`config.mk`:
```
export PLATFORM = sky130hd
export DESIGN_NAME = logic_gate_n_filt_flat
export DESIGN_NICKNAME = d
export VERILOG_FILES = /design/src/rtl/gate_pkg.sv /design/src/rtl/logic_gate_n_filt_if.sv /design/src/rtl/sync_chain.sv /design/src/rtl/logic_gate_n_filt.sv /design/src/flat_wrapper.sv
export SDC_FILE = /design/constraint.sdc
export NUM_CORES = 1
export LEC_CHECK = 0
export ABC_AREA = 0
export CAP_MARGIN = 5
export CORE_AREA = 4 4 41 43
export DETAILED_ROUTE_END_ITERATION = 8
export DIE_AREA = 0 0 45 47
export PLACE_DENSITY = 0.62
export SYNTH_ARGS = -nofsm -noshare
export SYNTH_HDL_FRONTEND = slang
export SYNTH_SLANG_ARGS = --single-unit
```
`constraint.sdc`:
```
create_clock -name clk -period 1.3 [get_ports clk]
set_clock_uncertainty 0.15 [all_clocks]
set_input_delay 0.26 -clock clk [delete_from_list [all_inputs] [get_ports clk]]
set_output_delay 0.26 -clock clk [all_outputs]
set_load 0.05 [all_outputs]
```
`src/rtl/gate_pkg.sv`:
```
`default_nettype none
// ------------------------------------------------------------------
// gate_pkg: gate function encodings and evaluation helpers
// Rev 1.0
// ------------------------------------------------------------------
package gate_pkg;

  localparam int GATE_AND  = 0;
  localparam int GATE_OR   = 1;
  localparam int GATE_NAND = 2;
  localparam int GATE_NOR  = 3;
  localparam int GATE_XOR  = 4;
  localparam int GATE_XNOR = 5;

  localparam int MAX_INPUTS = 16;

  // Only the low n bits of vec take part in the function.
  function automatic logic gate_eval(input int func, input logic [MAX_INPUTS-1:0] vec,
                                     input int n);
    logic all_one;
    logic any_one;
    logic parity;
    logic res;
    all_one = 1'b1;
    any_one = 1'b0;
    parity  = 1'b0;
    for (int i = 0; i < MAX_INPUTS; i++) begin
      if (i < n) begin
        all_one = all_one & vec[i];
        any_one = any_one | vec[i];
        parity  = parity ^ vec[i];
      end
    end
    case (func)
      GATE_AND:  res = all_one;
      GATE_OR:   res = any_one;
      GATE_NAND: res = ~all_one;
      GATE_NOR:  res = ~any_one;
      GATE_XOR:  res = parity;
      default:   res = ~parity;
    endcase
    return res;
  endfunction

  function automatic logic gate_reset_val(input int func);
    return gate_eval(func, '0, 1);
  endfunction

endpackage
`default_nettype wire

```
`src/rtl/logic_gate_n_filt_if.sv`:
```
`default_nettype none
// ------------------------------------------------------------------
// logic_gate_n_filt_if: gate inputs, enable and filtered outputs
// Rev 1.0
// ------------------------------------------------------------------
interface logic_gate_n_filt_if #(
  parameter int N = 3
);
  logic         en;
  logic [N-1:0] d;
  logic         y_raw;
  logic         y;
  logic         y_rise;
  logic         y_fall;

  modport master (
    output en,
    output d,
    input  y_raw,
    input  y,
    input  y_rise,
    input  y_fall
  );

  modport slave (
    input  en,
    input  d,
    output y_raw,
    output y,
    output y_rise,
    output y_fall
  );
endinterface
`default_nettype wire

```
`src/rtl/sync_chain.sv`:
```
`default_nettype none
// ------------------------------------------------------------------
// sync_chain: 1-bit async-reset synchroniser; STAGES=0 is a wire
// Rev 1.0
// ------------------------------------------------------------------
module sync_chain #(
  parameter int STAGES = 2
) (
  input  logic clk,
  input  logic reset_n,
  input  logic d,
  output logic q
);

  if (STAGES == 0) begin : g_bypass
    assign q = d;
  end else begin : g_flops
    logic [STAGES-1:0] stage;

    always_ff @(posedge clk or negedge reset_n) begin
      if (!reset_n) begin
        stage <= '0;
      end else begin
        stage <= (stage << 1) | STAGES'(d);
      end
    end

    assign q = stage[STAGES-1];
  end

endmodule
`default_nettype wire

```
`src/rtl/logic_gate_n_filt.sv`:
```
`default_nettype none
// ------------------------------------------------------------------
// logic_gate_n_filt: N-input selectable gate, synchronised inputs,
// stability filter on the output and registered edge pulses
// Rev 1.0
// ------------------------------------------------------------------
module logic_gate_n_filt
  import gate_pkg::*;
#(
  parameter int N           = 3,
  parameter int FUNC        = 3,
  parameter int SYNC_STAGES = 2,
  parameter int FILT_CYCLES = 4
) (
  input  logic                   clk,
  input  logic                   reset_n,
  logic_gate_n_filt_if.slave     bus
);

  if (N < 1 || N > MAX_INPUTS || FUNC < GATE_AND || FUNC > GATE_XNOR ||
      SYNC_STAGES < 0 || SYNC_STAGES > 3 ||
      FILT_CYCLES < 1 || FILT_CYCLES > 255) begin : g_param_check
    $error("logic_gate_n_filt: illegal parameter set");
  end

  localparam logic RESET_Y = gate_reset_val(FUNC);
  localparam int   CNT_W   = $clog2(FILT_CYCLES + 1);
  localparam logic [CNT_W-1:0] CNT_LAST = CNT_W'(FILT_CYCLES - 1);

  logic [N-1:0]     ds;
  logic             raw;
  logic [CNT_W-1:0] cnt;
  logic             y_q;
  logic             rise_q;
  logic             fall_q;

  for (genvar i = 0; i < N; i++) begin : g_sync
    sync_chain #(
      .STAGES (SYNC_STAGES)
    ) u_sync (
      .clk     (clk),
      .reset_n (reset_n),
      .d       (bus.d[i]),
      .q       (ds[i])
    );
  end

  assign raw = gate_eval(FUNC, MAX_INPUTS'(ds), N);

  // y only moves once raw has disagreed with it for FILT_CYCLES enabled edges.
  always_ff @(posedge clk or negedge reset_n) begin
    if (!reset_n) begin
      cnt    <= '0;
      y_q    <= RESET_Y;
      rise_q <= 1'b0;
      fall_q <= 1'b0;
    end else begin
      rise_q <= 1'b0;
      fall_q <= 1'b0;
      if (bus.en) begin
        if (raw == y_q) begin
          cnt <= '0;
        end else if (cnt == CNT_LAST) begin
          y_q    <= raw;
          cnt    <= '0;
          rise_q <= raw;
          fall_q <= ~raw;
        end else begin
          cnt <= cnt + 1'b1;
        end
      end
    end
  end

  assign bus.y_raw  = raw;
  assign bus.y      = y_q;
  assign bus.y_rise = rise_q;
  assign bus.y_fall = fall_q;

endmodule
`default_nettype wire

```
`src/flat_wrapper.sv`:
```
// flat-port wrapper written by rule: the top's interface ports become plain ports
module logic_gate_n_filt_flat import gate_pkg::*;
#(
  parameter int N           = 3,
  parameter int FUNC        = 3,
  parameter int SYNC_STAGES = 2,
  parameter int FILT_CYCLES = 4
)
  (clk, reset_n, bus_en, bus_d, bus_y_raw, bus_y, bus_y_rise, bus_y_fall);
  logic_gate_n_filt_if #(.N(N)) bus_i ();
  input  logic clk;
  input  logic reset_n;
  input wire logic [$bits(bus_i.en)-1:0] bus_en;
  input wire logic [$bits(bus_i.d)-1:0] bus_d;
  output wire logic [$bits(bus_i.y_raw)-1:0] bus_y_raw;
  output wire logic [$bits(bus_i.y)-1:0] bus_y;
  output wire logic [$bits(bus_i.y_rise)-1:0] bus_y_rise;
  output wire logic [$bits(bus_i.y_fall)-1:0] bus_y_fall;
  assign bus_i.en = bus_en;
  assign bus_i.d = bus_d;
  assign bus_y_raw = bus_i.y_raw;
  assign bus_y = bus_i.y;
  assign bus_y_rise = bus_i.y_rise;
  assign bus_y_fall = bus_i.y_fall;
  logic_gate_n_filt #(.N(N), .FUNC(FUNC), .SYNC_STAGES(SYNC_STAGES), .FILT_CYCLES(FILT_CYCLES)) u_core (.clk(clk), .reset_n(reset_n), .bus(bus_i));
endmodule
```
==> metrics.md <==
| Metric | Value |
|---|---|
| # setup viols final | `8` |
| GRT Total Usage | `0.118` |
| Setup slack, reg-to-reg | `-0.18 ns` |
| Final Max Slew Viols | `0` |
| Ys flop type | `dfrtp_1` |
| Final min period | `about 1.7 ns` |
| Crit-path max FO | `2` |
| Metal3 WL | `72 um` |
| R2R cell count | `5` |
| Yosys top cell area share | `0.625` |
| Routed Wire Length | `978 um` |
| FF+latch count, synth | `12` |
| EDFF count, synth | `0` |
| Dpl hpwl | `663 um` |
| Critical path arrival | `1.25 ns` |
| Finished Core Util | `0.558` |
| HP Class | `in2async` |
| Slew @ Worst Pin | `0.339 ns` |
| I/O pins | `10` |
| Vias in the first global route | `410` |
| Setup TNS | `-1.29 ns` |
| Post-Syn Area | `440 um2` |
| P&R area growth vs syn | `64.8%` |
| Crit start category | `register` |
| Synth cell count leaders | `dfrtp_1, nand2_1, a31oi_1, nand2b_1` |
| Routed vias/inst | `4.94` |
| CP endpoint kind | `primary output` |
| Die area | `0.00212 mm2` |
| Clk root buf | `clkbuf_4` |
| Chip height | `around 47 um` |
| Final Power | `0.000750 W` |
| Share of flip-flops with an asynchronous set or reset | `1.00` |
| Leakage | `0.313 nW` |
| Setup Crit Path Kind | `reg2out` |
| Layout cell share with drive strength beyond 1 | `0.444` |
| Routed via count | `341` |
| Sequential area share after synthesis | `0.685` |
| Largest net degree at the start of global routing | `9` |
| Max Fclk | `0.601 GHz` |
| Setup ws final | `-0.365 ns` |
| Grt total ovfl | `0` |
| Die W | `45 um` |
| Diode count | `0` |
| Drt first pass iters | `4` |
| Failing checks | `negative setup slack` |
| Total CTS buffers | `3` |
| Met2 routed wirelength | `506 um` |
| Tcrit/Tclk final | `1.28` |
| DRT met1 WL | `390 um` |
| Relative slew margins | `0.773` |
| DR WL/cell | `roughly 14 um` |
| Status | `finished, violations left` |
| Pwr Density | `1030 mW/mm2` |
| CTS clk-pin slew, worst paths | `0.07 ns` |
| R2R Path Start | `u_core.g_sync[2].u_sync.g_flops.stage[1]` |
| Hold Vio Cnt, Final | `0` |
| Synth Area per Inst | `between 10 and 15 um2` |
| Post-synth net total | `40` |
| Clk sinks | `12` |
| Synth Instances | `33` |
| Synth unique cells | `18` |
| Post-route DRC violation count | `0` |
| Highest Signal Layer | `met4` |
| Peak VDD IR | `0.633 mV` |
| Global-route wire length before repair | `1670 um` |
| Total of max-cap violations | `0` |
| Initial antenna violation count | `0` |
| Routed Antenna Nets | `0` |
| Synth top area cells | `dfrtp_1, dfstp_2, nand2_1` |
| Placed inst area | `626 um2` |
| Hold Buf Count CTS | `0` |
| YS warnings | `0` |
| Skew-Pair Late Insertion Delay | `0.27 ns` |
| Number of port buffers | `9` |
| Unrepaired setup endpoints after global routing | `true` |
| Starting density of the core | `0.338` |
| Area leader, netlist | `dfrtp_1` |
| Rows | `13` |
| Nets | `62` |
| Post-Layout Inst Area | `slightly above 700 um2` |
| Hold slack | `0.0994 ns` |
| WP data required | `0.89 ns` |
| GP Congestion | `about 0.78` |
| H-tree Lvls | `1` |
| Initial DRC Count | `6` |
| Clock Tree Buf Depth | `2` |
| Core ar. | `0.00130 mm2` |
| CTS tree | `yes` |
| Most common cell in the synthesized netlist | `dfrtp_1` |
| R2R Path End | `u_core.cnt[2]` |
## critical path: stages, from the launching register on
cell and delay, ns:
dfrtp_1 0.37, or3_4 0.43, clkinv_8 0.07, buf_12 0.12
## logic make-up (layout without fill, tap and decap cells)
family	Yosys count	count (layout)	share of synthesized area
adders and majority gates	1	1	0.0284
muxes	1	1	0.0227
xor gates and xnor gates	1	1	0.0199
buffers and inverters	3	24	0.0312
AOI/OAI and AO/OA	4	4	0.0682
DFF	12	12	0.685
and+or+nand+nor	11	11	0.145
## worst max-delay path by stage
stage	from	to
floorplan	u_core.g_sync[2].u_sync.g_flops.stage[1]	u_core.cnt[0]
CTS	u_core.g_sync[1].u_sync.g_flops.stage[1]	bus_y_raw
detailed placement	bus_en	u_core.bus.y_fall
finish	u_core.g_sync[2].u_sync.g_flops.stage[1]	bus_y_raw
global placement	bus_en	u_core.bus.y_fall
global route	u_core.g_sync[2].u_sync.g_flops.stage[1]	bus_y_raw
## state kept, by name, indices dropped and copies added (netlist names)
register,count
u_core.bus.y,1
u_core.bus.y_fall,1
u_core.bus.y_rise,1
u_core.cnt,3
u_core.g_sync.u_sync.g_flops.stage,6
## cells in the final DEF (no fill, tap or decap), drive strengths merged
cell type and instances:
a31oi 2, o22ai 1, clkdlybuf4s50 5, dfrtp 11, nand3 1, mux2i 1, clkinv 1, buf 13
clkbuf 4, nand2b 2, dfstp 1, nand3b 1, inv 1, nor3 1, nor3b 1, o21ai 1
or3 1, ha 1, xnor2 1, nand2 4
## cell type report
| cell class | instances | area (um2) |
|---|---|---|
| Fill cell | 111 | 576 |
| Sequential cell | 12 | 302 |
| Timing Repair Buffer | 18 | 205 |
| Multi-Input combinational cell | 18 | 154 |
| Clock buffer | 4 | 26.3 |
| Inverter | 2 | 20.0 |
| Tap cell | 15 | 18.8 |
## layer usage
layer	track usage	vias to the layer above
met4	0.0877	0
li1	-	151
met1	0.106	177
met5	0	-
met2	0.209	11
met3	0.0498	2
## metrics by stage
stage	setup WS (ns)	instances
floorplan	-0.0196	33
global placement	-0.0977	59
detailed placement	-0.145	59
CTS	-0.369	69
global route	-0.394	69
finish	-0.365	69
## power by group
group / internal, W / switching (W)
logic: 0.0000624 / 0.0000529
clock network: 0.000119 / 0.000117
registers: 0.000391 / 0.00000799
## repair_timing
action	CTS	global route
setup endpoints to repair	5	8
resized for setup	4	4
pin swaps	3	2
buffers inserted	6	2
Note: power is estimated with default switching activity, not from simulation.
